### config.mk
export PLATFORM = sky130hd
export DESIGN_NAME = ifetch
export DESIGN_NICKNAME = d
export VERILOG_FILES = /design/src/rtl/ifetch_pkg.sv /design/src/rtl/ifetch_bht.sv /design/src/rtl/ifetch.sv
export SDC_FILE = /design/constraint.sdc
export NUM_CORES = 1
export LEC_CHECK = 0
export CORE_UTILIZATION = 55
export CTS_CLUSTER_SIZE = 25
export DETAILED_ROUTE_END_ITERATION = 6
export PLACE_DENSITY = 0.82
export SYNTH_ARGS = -nofsm -noshare
export SYNTH_HDL_FRONTEND = slang
export SYNTH_HIERARCHICAL = 1
export SYNTH_SLANG_ARGS = --single-unit
### constraint.sdc
create_clock -name clk -period 4.05 [get_ports clk]
set_clock_uncertainty 0.05 [all_clocks]
set_input_delay 0.81 -clock clk [delete_from_list [all_inputs] [get_ports clk]]
set_output_delay 0.81 -clock clk [all_outputs]
set_load 0.01 [all_outputs]
### src/rtl/ifetch_pkg.sv
// ifetch_pkg: shared widths, opcode constants, FSM state type and
// immediate-decode helpers for the instruction fetch unit.
//   INS_DAT_W / REG_DAT_W : instruction and register/address widths
//   JAL / BRANCH          : major opcodes that the predictor recognises
//   state_t               : fetch FSM states
//   j_imm / b_imm         : sign-extended J-type and B-type immediates
package ifetch_pkg;

  localparam int INS_DAT_W = 32;
  localparam int REG_DAT_W = 32;

  localparam logic [6:0] JAL    = 7'b1101111;
  localparam logic [6:0] BRANCH = 7'b1100011;

  typedef enum logic [1:0] {
    IDLE    = 2'd0,
    WAIT    = 2'd1,
    DISCARD = 2'd2,
    HOLD    = 2'd3
  } state_t;

  // J-immediate from instruction bits [31:12].
  function automatic logic [REG_DAT_W-1:0] j_imm(input logic [31:12] hi);
    return {{11{hi[31]}}, hi[31], hi[19:12], hi[20], hi[30:21], 1'b0};
  endfunction

  // B-immediate from instruction bits [31:25] and [11:7].
  function automatic logic [REG_DAT_W-1:0] b_imm(input logic [6:0] hi,
                                                 input logic [4:0] lo);
    return {{19{hi[6]}}, hi[6], lo[0], hi[5:0], lo[4:1], 1'b0};
  endfunction

endpackage

### src/rtl/ifetch_bht.sv
// bht: branch history table of 2-bit saturating counters.
//   clk, rst            : clock, synchronous active-high reset (all -> 2'b01)
//   rd_idx, rd_taken    : asynchronous read port, MSB of the addressed counter
//   upd_en, upd_idx,
//   upd_taken           : outcome update, visible to reads from the next cycle
module bht #(
  parameter int IDX_W = 4
) (
  input  logic             clk,
  input  logic             rst,
  input  logic [IDX_W-1:0] rd_idx,
  output logic             rd_taken,
  input  logic             upd_en,
  input  logic [IDX_W-1:0] upd_idx,
  input  logic             upd_taken
);

  localparam int NUM = 1 << IDX_W;

  logic [1:0] cnt [NUM];

  always_ff @(posedge clk) begin
    if (rst) begin
      for (int i = 0; i < NUM; i++) cnt[i] <= 2'b01;
    end else if (upd_en) begin
      if (upd_taken && cnt[upd_idx] != 2'b11)
        cnt[upd_idx] <= cnt[upd_idx] + 2'b01;
      else if (!upd_taken && cnt[upd_idx] != 2'b00)
        cnt[upd_idx] <= cnt[upd_idx] - 2'b01;
    end
  end

  assign rd_taken = cnt[rd_idx][1];

endmodule

### src/rtl/ifetch.sv
// ifetch: single-outstanding instruction fetch with static JAL prediction
// and BHT-based conditional-branch prediction.
//   clk, rst, en        : clock, sync active-high reset, global stall (0 = hold)
//   oMC_En, oMC_Addr    : read request (held until response), byte address
//   iMC_En, iMC_Dat     : one-cycle response pulse and instruction
//   oIS_*               : issue pulse, instruction, predicted-jump, pc, next pc
//   iROB_Flush, iROB_Pc : redirect to the correct pc (beats en and responses)
//   iROB_Bht*           : branch outcome update into the BHT
//   dbg_state           : current FSM state
// Handshake: oMC_En rises with a fixed oMC_Addr and stays high until the
// cycle iMC_En is sampled high; that cycle completes the request. oIS_En is
// high for exactly one cycle per delivered instruction, with no back-pressure.
module ifetch
  import ifetch_pkg::*;
#(
  parameter int BHT_IDX_W = 4
) (
  input  logic                 clk,
  input  logic                 rst,
  input  logic                 en,
  output logic                 oMC_En,
  output logic [REG_DAT_W-1:0] oMC_Addr,
  input  logic                 iMC_En,
  input  logic [INS_DAT_W-1:0] iMC_Dat,
  output logic                 oIS_En,
  output logic [INS_DAT_W-1:0] oIS_Ins,
  output logic                 oIS_Bj,
  output logic [REG_DAT_W-1:0] oIS_Pc,
  output logic [REG_DAT_W-1:0] oIS_Pjt,
  input  logic                 iROB_Flush,
  input  logic [REG_DAT_W-1:0] iROB_Pc,
  input  logic                 iROB_BhtEn,
  input  logic [REG_DAT_W-1:0] iROB_BhtPc,
  input  logic                 iROB_BhtTaken,
  output state_t               dbg_state
);

  state_t               state;
  logic [REG_DAT_W-1:0] pc;
  logic [INS_DAT_W-1:0] hold_ins;
  logic                 hold_bj;
  logic [REG_DAT_W-1:0] hold_pjt;

  logic                 bht_taken;
  logic                 pred_bj;
  logic [REG_DAT_W-1:0] pred_pjt;
  logic                 unused_bht_pc;

  assign unused_bht_pc = ^{iROB_BhtPc[REG_DAT_W-1:BHT_IDX_W+2], iROB_BhtPc[1:0]};

  bht #(.IDX_W(BHT_IDX_W)) u_bht (
    .clk       (clk),
    .rst       (rst),
    .rd_idx    (pc[BHT_IDX_W+1:2]),
    .rd_taken  (bht_taken),
    .upd_en    (iROB_BhtEn),
    .upd_idx   (iROB_BhtPc[BHT_IDX_W+1:2]),
    .upd_taken (iROB_BhtTaken)
  );

  // Prediction for the instruction currently on iMC_Dat, fetched from pc.
  always_comb begin
    pred_bj  = 1'b0;
    pred_pjt = pc + 32'd4;
    case (iMC_Dat[6:0])
      JAL: begin
        pred_bj  = 1'b1;
        pred_pjt = pc + j_imm(iMC_Dat[31:12]);
      end
      BRANCH: begin
        pred_bj = bht_taken;
        if (bht_taken) pred_pjt = pc + b_imm(iMC_Dat[31:25], iMC_Dat[11:7]);
      end
      default: ;
    endcase
  end

  always_ff @(posedge clk) begin
    if (rst) begin
      state    <= IDLE;
      pc       <= '0;
      oMC_En   <= 1'b0;
      oMC_Addr <= '0;
      oIS_En   <= 1'b0;
      oIS_Ins  <= '0;
      oIS_Bj   <= 1'b0;
      oIS_Pc   <= '0;
      oIS_Pjt  <= '0;
      hold_ins <= '0;
      hold_bj  <= 1'b0;
      hold_pjt <= '0;
    end else if (iROB_Flush) begin
      pc     <= iROB_Pc;
      oIS_En <= 1'b0;
      // An outstanding request must still be drained; its data is dropped.
      if ((state == WAIT || state == DISCARD) && !iMC_En) begin
        state <= DISCARD;
      end else begin
        state  <= IDLE;
        oMC_En <= 1'b0;
      end
    end else begin
      oIS_En <= 1'b0;
      case (state)
        IDLE: begin
          if (en) begin
            oMC_En   <= 1'b1;
            oMC_Addr <= pc;
            state    <= WAIT;
          end
        end
        WAIT: begin
          if (iMC_En) begin
            oMC_En <= 1'b0;
            if (en) begin
              oIS_En  <= 1'b1;
              oIS_Ins <= iMC_Dat;
              oIS_Bj  <= pred_bj;
              oIS_Pc  <= pc;
              oIS_Pjt <= pred_pjt;
              pc      <= pred_pjt;
              state   <= IDLE;
            end else begin
              hold_ins <= iMC_Dat;
              hold_bj  <= pred_bj;
              hold_pjt <= pred_pjt;
              state    <= HOLD;
            end
          end
        end
        DISCARD: begin
          if (iMC_En) begin
            oMC_En <= 1'b0;
            state  <= IDLE;
          end
        end
        HOLD: begin
          if (en) begin
            oIS_En  <= 1'b1;
            oIS_Ins <= hold_ins;
            oIS_Bj  <= hold_bj;
            oIS_Pc  <= pc;
            oIS_Pjt <= hold_pjt;
            pc      <= hold_pjt;
            state   <= IDLE;
          end
        end
        default: state <= IDLE;
      endcase
    end
  end

  assign dbg_state = state;

endmodule
==> key figures, run 1 <==
Timing
  – Fmax: 256.4 MHz
  – Max-slew violation count: 0
  – Final hold slack: 0.4036 ns
  – Final Worst Setup Slack: 0.1505 ns
  – Final min period: 3.900 ns
  – Final setup violation count: 0
  – Worst-Margin Slew: 1.016 ns
  – Final critical-path share of the clock period: 0.9628
  – Hold Violations, Final: 0
  – Relative slew slack: 0.3225

Clocking
  – Num CTS Buffers: 28
  – Clk_lat worst skew: 0.57 ns
  – Clock tree sinks: 262
  – CTS Buffer Depth: 3
  – Hold buffer count at cts: 0
  – Clk pin slew, worst setup/hold paths: 0.06 ns
  – Maximum level of the CTS H-tree: 1
  – TritonCTS clock tree: built
  – Root buf cell: clkbuf_16

Outcome
  – Run status: finished clean

Synth
  – Top cells by area, synth: dfxtp_1 31%, nand2_1 8.3%, a21oi_1 7.8%, edfxtp_1 6.4%, ha_1 4.1%
  – Post-synthesis sequential element count: 262
  – Area leader, netlist: dfxtp_1
  – Synthesized area: 15050 um^2
  – FFs w/ async S/R, synth: 0
  – Seq/Total Area, Yosys: 0.3699
  – Top-area cell type share of the netlist area: 0.3060
  – Synthesized Nets: 2017
  – Post-synth EDFFs: 32
  – Netlist cell types: 93
  – Synth Instances: 1863
  – Post-synth top cells: 331 x nand2_1, 236 x a21oi_1, 230 x dfxtp_1
  – Most used DFF post-synth: dfxtp_1
  – Most frequent cell after synthesis: nand2_1
  – Syn_area_per_cell: 8.077 um^2
  – Yosys Warn Count: 6

Floorplan
  – Die X: 167.4 um
  – Die area: 28020 um^2
  – Top-Level Pins: 236
  – # rows: 60
  – Core ar.: 26880 um^2
  – Starting Density: 0.5599
  – Die span in y: 167.4 um

Min path
  – Worst hold-check path type: flip-flop to flip-flop
  – Worst hold path startpoint: hold_ins[9]

Critical path
  – Data arrival, critical path: 4.32 ns
  – Startpoint types: input port
  – Worst R2R Setup Slack: 0.34 ns
  – Setup crit start: iMC_Dat[21]
  – Highest fanout seen on the critical path: 7
  – Worst setup endpoint: pc[23]
  – CP required: 4.47 ns
  – R2R cell count: 12
  – Reg2Reg Capture Point: pc[23]
  – CP endpoint kind: flip-flop
  – Reg2reg start: pc[3]
  – Crit Path Class: input port to flip-flop

Global routing
  – First-pass GRT wire length: 79300 um
  – Tot GR Track Use: 0.3514
  – Number of global-route vias before repair: 14564
  – Largest net degree at the start of global routing: 91
  – Antenna violations before repair: 1
  – GRT overflow: 0

Pwr
  – Pwr/cell area: 352.0 nW/um^2
  – Worst vdd rail ir drop: 0.0004465 V
  – Leak: 6.959 nW

Routing
  – Post-Route WL: 50120 um
  – Routed wire per std cell: 20.39 um
  – First-iteration detailed-routing DRC count: 1751
  – Routed vias: 15545
  – Drt drc: 0
  – Pre-antenna DRT Iters: 6
  – Post-DRT Antenna Nets: 0
  – Vias/cell: 6.324

Finish
  – Fin nets: 2250
  – Syn-to-layout area delta: 26.42%
  – Layout cells sized above 1: 0.1120

Placed design
  – GPL Wtd Cong: 0.9482
  – PortBufs: 207
  – DP Wirelength: 36100 um
  – Pre-CTS WS: -0.2992 ns

Flow run
  – Max-cap viol count: 0
==> registers in the layout, summed over array words and instances, names as in the netlist <==
signal	flops
oMC_En	1
hold_ins	32
hold_bj	1
oIS_Pc	32
hold_pjt	32
oMC_Addr	32
oIS_Ins	32
oIS_Bj	1
pc	32
oIS_En	1
oIS_Pjt	32
u_bht/cnt	32
dbg_state	2
==> worst min-delay path by stage <==
stage | to | slack [ns] | cells after the start
after global placement | hold_pjt[11] | 0.39 | 2
after detailed placement | oIS_Pjt[13] | 0.39 | 2
final | hold_ins[9] | 0.40 | 2
after floorplan | hold_pjt[11] | 0.38 | 2
after CTS | oIS_Pjt[13] | 0.40 | 2
after global routing | oMC_Addr[22] | 0.42 | 2
==> cell families after synthesis <==
family | count (synthesis) | synth area share
AOI/OAI and AO/OA | 577 | 0.2469
xor gates and xnor gates | 56 | 0.03260
adders and majority gates | 51 | 0.04341
buffers and inverters | 171 | 0.04665
DFF | 262 | 0.3699
muxes | 67 | 0.05962
and+or+nand+nor | 679 | 0.2010
==> report_power, final <==
part / total, mW / switching, mW / internal (mW) / leakage [nW]
logic: 1.28 / 0.725 / 0.558 / 4.34
clock network: 2.63 / 1.10 / 1.54 / 0.474
registers: 2.78 / 0.0909 / 2.69 / 2.14
==> metrics by stage <==
stage               total power, mW  utilization  setup TNS [ns]  instances  instance area (um^2)
floorplan                     3.553            -               0       1863                 15050
global placement              4.050       0.6718          -1.909       2407                 18060
detailed placement            4.081       0.6718          -3.640       2407                 18060
CTS                           6.672       0.7074               0       2457                 19010
global route                  6.918       0.7078        -0.01412       2458                 19020
finish                        6.696       0.7078               0       2458                 19020
==> cell usage in the layout, fill, tap and decap left out, drive strengths merged, types with 11 or more instances in the layout <==
master and instances:
dfxtp 230, o22ai 13, inv 26, mux2i 49, nor3 31, a211oi 73
a21o 27, a31oi 20, edfxtp 32, ha 49, buf 143, clkbuf 38
or3 23, nor2 146, o211ai 12, xor2 31, and3 14, o21bai 11
and2 11, a21oi 238, o21ai 78, nand4 24, o221ai 21, clkdlybuf4s50 205
xnor2 25, nand2 331, nand2b 18, nor2b 12, mux4 14, nand3 41
==> critical path, cell delays in order <==
cell	delay (ns)
clkdlybuf4s50_1	0.49
ha_1	0.25
inv_1	0.07
fa_1	0.20
nor2b_1	0.08
o31ai_1	0.28
a21oi_1	0.15
a31oi_1	0.45
a31oi_2	0.20
nor2b_1	0.52
a32oi_1	0.18
nor2b_1	0.17
nor4_2	0.06
buf_4	0.16
a211oi_1	0.24
==> area by class of cell <==
type	count	area, um^2
diodes	1	2.502
clock buffers	38	809.5
clock inverters	12	146.4
fillers	2123	7854
inverters	26	98.84
multi-input cells	1430	8808
flip-flops and latches	262	5565
well taps	341	426.7
repair buffers	348	3164
==> repair_timing <==
action                     CTS  global route
buffers inserted             0             0
resized for setup            0             2
setup endpoints to repair    0             3
==> per-layer routing <==
metal,part of all wire,GRT usage,wire length (um),up-vias
met4,0.047,0.1611,2378,0
met1,0.40,0.4544,20220,7341
met2,0.46,0.5777,23230,840
li1,-,-,-,7212
met3,0.085,0.05460,4285,152
met5,0,0,0,-
(Power assumes the default switching activity.)
==> run 2, diff against run 1 <==
SETUP_SLACK_MARGIN = 0.5   (was not set)
==> key figures, run 2 (synthesis gave the netlist of run 1 again) <==
Timing
  – Fmax: 287.7 MHz (was 256.4 MHz)
  – Final min period: 3.475 ns (was 3.900 ns)
  – Hold Violations, Final: 0 (unchanged)
  – Worst-Margin Slew: 0.9878 ns (was 1.016 ns)
  – Final critical-path share of the clock period: 0.8581 (was 0.9628)
  – RSZ-0062 raised after global routing: true
  – Final hold slack: 0.4042 ns (was 0.4036 ns)
  – Final setup violation count: 0 (unchanged)
  – Relative slew slack: 0.3415 (was 0.3225)
  – Max-slew violation count: 0 (unchanged)

Min path
  – Worst hold-check path type: flip-flop to flip-flop (unchanged)

Pwr
  – Pwr/cell area: 350.2 nW/um^2 (was 352.0 nW/um^2)
  – Int Power: 4.799 mW (was 4.783 mW)
  – Sw Share: 0.2866 (was 0.2858)
  – P_sw: 1.928 mW (was 1.914 mW)
  – Leak: 7.016 nW (was 6.959 nW)
  – Logic pwr share: 0.195 (was 0.192)
  – Clock Power Share: 0.391 (was 0.393)
  – Seq pwr share: 0.413 (was 0.415)
  – Worst vdd rail ir drop: 0.0004463 V (was 0.0004465 V)
  – Overall power: 6.728 mW (was 6.696 mW)

Finish
  – Commonest non-fill, non-tap cells in the layout: 329 x nand2_1, 231 x a21oi_1, 229 x dfxtp_1, 202 x clkdlybuf4s50_1, 144 x nor2_1 (was 330 x nand2_1, 236 x a21oi_1, 230 x dfxtp_1, 205 x clkdlybuf4s50_1, 145 x nor2_1)
  – Cell area after layout: 19210 um^2 (was 19020 um^2)
  – Final core occ: 0.7148 (was 0.7078)
  – Most common cell after layout, fill and taps aside: nand2_1 (unchanged)
  – Filler cells: 2088 (was 2123)
  – Layout cells sized above 1: 0.1265 (was 0.1120)
  – Fin nets: 2252 (was 2250)
  – Non-Filler Instances: 2460 (was 2458)
  – Syn-to-layout area delta: 27.67% (was 26.42%)

Global routing
  – GRT overflow: 0 (unchanged)
  – Largest net degree at the start of global routing: 91 (unchanged)
  – Number of global-route vias before repair: 14606 (was 14564)
  – Antenna violations before repair: 1 (unchanged)
  – First-pass GRT wire length: 79470 um (was 79300 um)
  – Tot GR Track Use: 0.3522 (was 0.3514)

Routing
  – Drt drc: 0 (unchanged)
  – Routed wire per std cell: 20.48 um (was 20.39 um)
  – Vias/cell: 6.312 (was 6.324)
  – Post-Route WL: 50370 um (was 50120 um)
  – Post-DRT Antenna Nets: 0 (unchanged)
  – Routed vias: 15527 (was 15545)
  – First-iteration detailed-routing DRC count: 1717 (was 1751)
  – Pre-antenna DRT Iters: 7 (was 6)

Floorplan
  – Die area: 28020 um^2 (unchanged)
  – Die span in y: 167.4 um (unchanged)
  – Core ar.: 26880 um^2 (unchanged)
  – # rows: 60 (unchanged)
  – Top-Level Pins: 236 (unchanged)
  – Die X: 167.4 um (unchanged)
  – Starting Density: 0.5599 (unchanged)

Clocking
  – Clk pin slew, worst setup/hold paths: 0.06 ns (about the same)
  – Maximum level of the CTS H-tree: 1 (unchanged)
  – Hold buffer count at cts: 0 (unchanged)
  – Root buf cell: clkbuf_16 (unchanged)
  – Clock tree sinks: 262 (unchanged)
  – Clk_lat worst skew: 0.57 ns (about the same)
  – Num CTS Buffers: 28 (unchanged)
  – CTS Buffer Depth: 3 (unchanged)
  – TritonCTS clock tree: built (unchanged)

Critical path
  – Startpoint types: flip-flop (was input port)
  – CP endpoint kind: flip-flop (unchanged)
  – Slowest CP cell: mux4_2 (was nor2b_1)
  – Crit path max-delay family: multiplexers (was compound AO/OA/AOI/OAI gates)
  – Crit path cell chain: buf_4 > mux4_2 > mux4_2 > nand4_1 > nand2_2 > and2_1 > a221o_1 > a221oi_1 > buf_4 > nand2_1 > o211ai_1 > a21oi_1 (was clkdlybuf4s50_1 > ha_1 > inv_1 > fa_1 > nor2b_1 > o31ai_1 > a21oi_1 > a31oi_1 > a31oi_2 > nor2b_1 > a32oi_1 > nor2b_1 > nor4_2 > buf_4 > a211oi_1)
  – CP required: 4.41 ns (was 4.47 ns)
  – CP peak stage delay: 0.56 ns (was 0.52 ns)
  – Crit Path Class: flip-flop to flip-flop (was input port to flip-flop)
  – Highest fanout seen on the critical path: 8 (was 7)
  – CP bufs+invs: 2 (was 3)
  – Data arrival, critical path: 3.84 ns (was 4.32 ns)

Flow run
  – Max-cap viol count: 0 (unchanged)

Placed design
  – PortBufs: 207 (unchanged)
  – DP Cell Count: 2407 (unchanged)
  – Placement Cell Area: 18060 um^2 (unchanged)
  – DP Wirelength: 36100 um (unchanged)
  – GPL Wtd Cong: 0.9482 (unchanged)

Outcome
  – Run status: finished clean (unchanged)
run 2: area by class of cell:
cell class,instances,area (um^2),share of cell area
multi-input combinational,1430,8975,0.4672
sequential,262,5567,0.2898
clock buffer,38,809.5,0.04214
clock inverter,12,146.4,0.007621
antenna,1,2.502,0.0001303
timing repair buffer,350,3184,0.1658
inverter,26,98.84,0.005146
tap,341,426.7,0.02221
run 2: power groups by stage:
stage,clock [mW],sequential [mW],combinational (mW)
after floorplan,0,2.80,0.750
after global placement,0,2.83,1.22
after detailed placement,0,2.83,1.25
after CTS,2.64,2.78,1.26
after global routing,2.75,2.78,1.42
final,2.63,2.78,1.32
run 2: per-layer routing:
metal  wire, um  share of wire  global-route usage  vias to the layer above
li1           -              -                   -                     7218
met1      20370           0.40              0.4544                     7310
met2      23220           0.46              0.5790                      834
met3       4249          0.084             0.05554                      165
met4       2536          0.050              0.1627                        0
met5          0              0                   0                        -
run 2: through the flow:
stage          TNS (ns)  worst slack [ns]
6_report              0            0.5747
5_1_grt               0            0.4889
4_1_cts               0            0.4778
3_5_place_dp     -3.640           -0.2992
3_3_place_gp     -1.909           -0.2301
2_1_floorplan         0            0.5909
run 2: final timing paths:
kind               start           to  cells past startpoint  slack, ns
max                pc[2]   oIS_Pjt[9]                     12       0.57
min          hold_ins[9]  hold_ins[9]                      2       0.40
max reg2reg        pc[2]   oIS_Pjt[9]                     12       0.57
min reg2reg  hold_ins[9]  hold_ins[9]                      2       0.40
run 2: what timing repair did:
item / 4_1_cts / 5_1_grt
pin swaps: 4 / 14
setup endpoints to repair: 22 / 44
endpoints found under the hold margin: 0 / 0
buffers inserted: 1 / 1
gates resized for setup: 7 / 40
run 2: worst min-delay path, stage by stage, from the launching register on:
cell and delay, ns:
dfxtp_1 0.31, nand2_1 0.05, a21oi_1 0.05
